[src/rtl/pc_fetch_unit.sv]
// RV32I instruction-fetch front end: PC register, single-outstanding imem handshake,
// registered decode output with one-entry skid. Optional macro: PC_MISALIGN_TRAP_EN.
module pc_fetch_unit #(
    parameter logic [31:0] RESET_PC = 32'h0000_0000
) (
    input  logic        clk,
    input  logic        rst,
    input  logic [31:0] next_pc,
    input  logic        redirect,
    input  logic        stall,
    output logic [31:0] pc_plus4,
    output logic [31:0] pc,
    output logic        imem_req,
    output logic [31:0] imem_addr,
    input  logic        imem_gnt,
    input  logic        imem_rvalid,
    input  logic [31:0] imem_rdata,
    output logic        if_valid,
    output logic [31:0] if_inst,
    output logic [31:0] if_pc,
    output logic        trap_misalign
);

`ifdef PC_MISALIGN_TRAP_EN
    typedef enum logic [1:0] {S_REQ = 2'd0, S_WAIT = 2'd1, S_HOLD = 2'd2, S_TRAP = 2'd3} state_t;
`else
    typedef enum logic [1:0] {S_REQ = 2'd0, S_WAIT = 2'd1, S_HOLD = 2'd2} state_t;
`endif

    state_t      state_q;
    logic [31:0] pc_q;
    logic        if_valid_q;
    logic [31:0] if_inst_q;
    logic [31:0] if_pc_q;
    logic [31:0] skid_inst_q;
    logic [31:0] skid_pc_q;
    logic        kill_q;
    logic        consume_d;
    logic        resp_pending_d;

    assign pc_plus4  = pc_q + 32'd4;
    assign pc        = pc_q;
    assign imem_addr = pc_q;
    assign imem_req  = !rst && (state_q == S_REQ) && !(if_valid_q && stall);
    assign consume_d = if_valid_q && !stall;

    // A response still owed by memory after this edge; a redirect must kill it.
    // A response arriving in the redirect cycle itself is simply dropped.
`ifdef PC_MISALIGN_TRAP_EN
    logic trap_q;
    logic misalign_d;
    assign misalign_d     = |next_pc[1:0];
    assign trap_misalign  = trap_q;
    assign resp_pending_d = ((state_q == S_WAIT) && !imem_rvalid) || (imem_req && imem_gnt) ||
                            ((state_q == S_TRAP) && kill_q && !imem_rvalid);
`else
    assign trap_misalign  = 1'b0;
    assign resp_pending_d = ((state_q == S_WAIT) && !imem_rvalid) || (imem_req && imem_gnt);
`endif

    always_ff @(posedge clk) begin
        if (rst) begin
            state_q     <= S_REQ;
            pc_q        <= RESET_PC;
            if_valid_q  <= 1'b0;
            if_inst_q   <= '0;
            if_pc_q     <= '0;
            skid_inst_q <= '0;
            skid_pc_q   <= '0;
            kill_q      <= 1'b0;
`ifdef PC_MISALIGN_TRAP_EN
            trap_q      <= 1'b0;
`endif
        end else if (redirect) begin
            if_valid_q <= 1'b0;
            kill_q     <= resp_pending_d;
`ifdef PC_MISALIGN_TRAP_EN
            if (misalign_d) begin
                trap_q  <= 1'b1;
                state_q <= S_TRAP;
            end else begin
                trap_q  <= 1'b0;
                pc_q    <= next_pc;
                state_q <= resp_pending_d ? S_WAIT : S_REQ;
            end
`else
            pc_q    <= next_pc & 32'hFFFF_FFFC;
            state_q <= resp_pending_d ? S_WAIT : S_REQ;
`endif
        end else begin
`ifdef PC_MISALIGN_TRAP_EN
            trap_q <= 1'b0;
`endif
            if (consume_d)
                if_valid_q <= 1'b0;
            case (state_q)
                S_REQ: begin
                    if (imem_req && imem_gnt)
                        state_q <= S_WAIT;
                end
                S_WAIT: begin
                    if (imem_rvalid) begin
                        if (kill_q) begin
                            kill_q  <= 1'b0;
                            state_q <= S_REQ;
                        end else if (!if_valid_q || !stall) begin
                            if_valid_q <= 1'b1;
                            if_inst_q  <= imem_rdata;
                            if_pc_q    <= pc_q;
                            pc_q       <= pc_plus4;
                            state_q    <= S_REQ;
                        end else begin
                            skid_inst_q <= imem_rdata;
                            skid_pc_q   <= pc_q;
                            pc_q        <= pc_plus4;
                            state_q     <= S_HOLD;
                        end
                    end
                end
                S_HOLD: begin
                    if (!stall) begin
                        if_valid_q <= 1'b1;
                        if_inst_q  <= skid_inst_q;
                        if_pc_q    <= skid_pc_q;
                        state_q    <= S_REQ;
                    end
                end
`ifdef PC_MISALIGN_TRAP_EN
                S_TRAP: begin
                    if (imem_rvalid)
                        kill_q <= 1'b0;
                end
`endif
                default: state_q <= S_REQ;
            endcase
        end
    end

    assign if_valid = if_valid_q;
    assign if_inst  = if_inst_q;
    assign if_pc    = if_pc_q;

endmodule

[config.mk]
export PLATFORM = sky130hd
export DESIGN_NAME = pc_fetch_unit
export DESIGN_NICKNAME = d
export VERILOG_FILES = /design/src/rtl/pc_fetch_unit.sv
export SDC_FILE = /design/constraint.sdc
export NUM_CORES = 1
export LEC_CHECK = 0
export ABC_AREA = 0
export ABC_CLOCK_PERIOD_IN_PS = 3390
export BUFFER_PORTS_ARGS = -buffer_cell sky130_fd_sc_hd__buf_2
export CORE_ASPECT_RATIO = 0.75
export CORE_MARGIN = 5
export CORE_UTILIZATION = 50
export DETAILED_ROUTE_END_ITERATION = 16
export PLACE_DENSITY = 0.82
export SLEW_MARGIN = 20
export SYNTH_ARGS = -nofsm -noshare
export SYNTH_HDL_FRONTEND = slang
export SYNTH_SLANG_ARGS = --single-unit
export TNS_END_PERCENT = 30
[constraint.sdc]
create_clock -name clk -period 3.39 [get_ports clk]
set_input_delay 0.678 -clock clk [delete_from_list [all_inputs] [get_ports clk]]
set_output_delay 0.678 -clock clk [all_outputs]
set_load 0.005 [all_outputs]
Word-level counts from Yosys, hierarchy flattened
Index checks and enable logic that the tools add are counted.
- input bits: 70
- register bits: 164
- word-level logic and storage cells: 78
- output and inout port bits: 163
- bitwise gates (word level): 3
- equality and inequality tests: 10
- muxes and demuxes: 31
- $add $sub $neg: 1
- reduce and logical (&&, ||, !) cells: 24
- operator list (operator ; count):
    32-bit two-way mux ; 12
    32-bit case mux with 2 select lines ; 2
    32-bit by 3-bit adder with 32-bit output, second input constant ; 1
    2-bit two-way mux ; 6
    1-bit two-way mux ; 9
    3-bit AND reduction ; 3
    2-bit != test, second input constant ; 4
    1-bit logical AND ; 6
    3-bit != test, second input constant ; 2
    2-bit case mux with 3 select lines ; 1
    6-bit AND reduction ; 1
    2-bit nonzero test ; 3
    1-bit logical NOT ; 5
    5-bit AND reduction ; 1
    3-bit by 2-bit != test with 1-bit output, second input constant ; 1
    1-bit NOT ; 3
    2-bit by 1-bit == test with 1-bit output, second input constant ; 1
    2-bit == test, second input constant ; 1
    2-bit logical NOT ; 1
    1-bit logical OR ; 2
    2-bit by 1-bit != test with 1-bit output, second input constant ; 1
    1-bit case mux with 2 select lines ; 1
    2-bit AND reduction ; 1
    2-bit OR reduction ; 1

Depth between registers and ports, before layout
- word-level depth: 7
- depth in mapped cells: 8
- gate-level depth less buffers: 6

Worst setup path before layout
OpenSTA, ideal clock, no wires.
- path type: register -> output
- start point: register pc_q[4], in the netlist imem_addr[4]
- end point: output pc_plus4[29]
- data required time: 2712 ps
- buffers on the path: 3
- setup slack: 746 ps
- cell stages (with the launch flop): 8
- arrival time: 1966 ps
- cell sequence: dfxtp_1 > buf_2 > nand4_4 > or4_1 > buf_2 > buf_2 > nor4_1 > xnor2_1
- word-level cells in the longest chain between the ends: 1
- RTL lines (element ; line ; source):
    from (decl) ; 31 ; logic [31:0] pc_q;
    from (signal assigned) ; 87 ; pc_q <= next_pc & 32'hFFFF_FFFC;
    from (signal assigned) ; 110 ; pc_q <= pc_plus4;
    from (signal assigned) ; 115 ; pc_q <= pc_plus4;
    32-bit by 3-bit adder with 32-bit output ; 41 ; assign pc_plus4 = pc_q + 32'd4;
    to (decl) ; 11 ; output logic [31:0] pc_plus4,
Every way passes these cells.

Final worst setup path
- start point: register pc_q[2], in the netlist imem_addr[2]
- end point: output pc_plus4[30]
Same word-level chain as after synthesis.

==> results_dict.tcl <==
set metrics [dict create \
    routed_wl_mm 22.26 \
    holdPathStages 2 \
    clk_pin_slew_ns 0.06 \
    ctsResizeCount 0 \
    antenna_left 0 \
    synthArstFlopShare_pct 0 \
    hold_class "reg -> reg" \
    yosysMostFrequentCell "dfxtp_1" \
    routed_via_density 5.510 \
    rsz0062_at_grt "no" \
    die_area_um2 18070 \
    ys_warn_count 0 \
    seq_area_frac_synth_pct 40.92 \
    critPathMaxFanout 8 \
    start_kind "flip-flop" \
    clk_latency_ns 0.42 \
    stdcell_count 1312 \
    cts_tree "done" \
    fmax_mhz 314.6 \
    synth_top_flop_cell "dfxtp_1" \
    hold_viol 0 \
    fin_skew_ns 0.01442 \
    cts_setup_buffers 0 \
    drv_cap 0 \
    reg2reg_depth 4 \
    total_power_mw 4.350 \
    ir_drop_v 0.0003453 \
    dp_cells 1278 \
    layout.nets 1168 \
    die_x_um 153.6 \
    critPathCaptureType "output pin" \
    leakage_nw 3.653 \
    critPathRequiredTime_ns 2.71 \
    synth.distinct_cells 49 \
    slew_headroom_pct 36.70 \
    syn_avg_cell_area_um2 8.258 \
    yosys-top-cells-area "dfxtp_1 (41%), mux2i_1 (8.0%), a211oi_1 (7.2%), nand2_1 (7.1%), nor2_1 (4.8%)" \
    coreArea_um2 15180 \
    cts.htree.levels 4 \
    netlist_instances 936 \
    critical_path_class "reg -> out" \
    drt-initial-drc-count 453 \
    first_pass_iters 5 \
    wl_per_cell_um 16.96 \
    worstMarginPinSlew_ns 0.9495 \
    syn-cell-area_um2 7730 \
    vias 7229 \
    root_buffer "clkbuf_16" \
    fin_crit_ns 3.179 \
    setup_viol_count_final 0 \
    outcome "completed" \
    num_rows 39 \
    synth_top_area_share_pct 40.92 \
    track_usage_pct 23.66 \
    final.setup.tns_ns 0 \
    clock-sinks 158 \
    drc 0 \
    yosysTopAreaCell "dfxtp_1" \
    critical_path_arrival_ns 2.50 \
    synthTopCellsByCount "dfxtp_1 (158), nand2_1 (147), nor2_1 (98)" \
    clockBufferDepth 2 \
    die_h_um 117.7 \
    grt_pass1_wl_mm 35.13 \
    place_hpwl_mm 15.34 \
    postCtsHoldBufs 0 \
    period_share_pct 93.76 \
    start_util_pct 50.94 \
    ios 233 \
    area_delta_synth_final_pct 21.67 \
    first_global_vias 6705 \
    gp_congestion 0.9642 \
    ys_ff_latch 158 \
    drive_gt1_share_pct 27.03 \
    overflow 0 \
    powerDensity_nw_per_um2 462.5 \
    grt_start_max_net_pins 90 \
    final_util_pct 61.98 \
    synth_edf_count 0 \
    port_buffers 221 \
    cts_buffers 17 \
    antenna_found_initial 1 \
    slew_violations 0 \
]
[cell type report]
type / instances / area, um^2
fillers: 1350 / 5771
multi-input cells: 647 / 3941
flip-flops and latches: 158 / 3163
repair buffers: 257 / 1416
clock buffers: 20 / 446.7
well taps: 205 / 256.5
clock inverters: 12 / 133.9
inverters: 12 / 45.04
diodes: 1 / 2.502
[report_power, final]
group	switching [mW]	internal, mW
Clock	0.775	1.11
Sequential	0.0634	1.92
Combinational	0.272	0.214
[per-stage QoR]
step           cell area [um^2]  hold slack, ns  setup WS, ns
4_1_cts                    9379          0.4552        0.1306
3_5_place_dp               8798          0.4465        0.5848
6_report                   9405          0.4548        0.2114
2_1_floorplan              7760          0.4360        0.7461
5_1_grt                    9405          0.4717       0.06453
3_3_place_gp               8798          0.4408        0.5888
[cells in the final DEF (no fill, tap or decap), types with 13 or more instances in the layout]
cell type,Yosys,routed
buf_2,15,220
dfxtp_1,158,158
nand2_1,147,147
nor2_1,98,98
a211oi_1,74,74
a21oi_1,65,65
mux2i_1,62,62
buf_4,41,34
xnor2_1,20,20
xor2_1,18,18
clkbuf_16,0,17
a311oi_1,15,15
nor3_1,15,14
nand3_1,13,13
[kinds of logic after synthesis]
logic type / count (synthesis) / synth area share, %
buf+inv: 139 / 9.000
compound gates: 189 / 16.49
mux: 63 / 8.174
simple gates: 343 / 20.25
fa+ha+maj: 5 / 0.8093
flops: 158 / 40.92
xor+xnor: 38 / 4.306
other cells: 1 / 0.04851
[layer usage]
layer  vias to the layer above  part of all wire [%]  track usage [%]  wire [um]
li1                       3565                     -                -          -
met1                      3356                    46            33.05      10200
met2                       277                    45            36.04       9910
met3                        31                   7.7            5.990       1707
met4                         0                   2.0            7.281        442
met5                         -                     0                0          0
[worst max-delay path, cell delays in order (launching register included)]
cell and delay [ns]:
dfxtp_1 0.53, ha_1 0.32, nand3_1 0.29, or4_1 0.59, xnor2_1 0.20, buf_2 0.15
[registers in the layout (all words and copies together) (netlist names)]
| register | flops |
|---|---|
| if_inst | 32 |
| imem_addr | 30 |
| if_pc | 30 |
| state_q | 2 |
| kill_q | 1 |
| skid_pc_q | 30 |
| skid_inst_q | 32 |
| if_valid | 1 |
[final timing paths]
kind / from / to / slack (ns)
max: imem_addr[2] / pc_plus4[30] / 0.21
min: skid_inst_q[6] / skid_inst_q[6] / 0.45
max reg2reg: imem_addr[15] / imem_addr[28] / 0.80
min reg2reg: skid_inst_q[6] / skid_inst_q[6] / 0.45
Power figures use the tool's default switching activity.
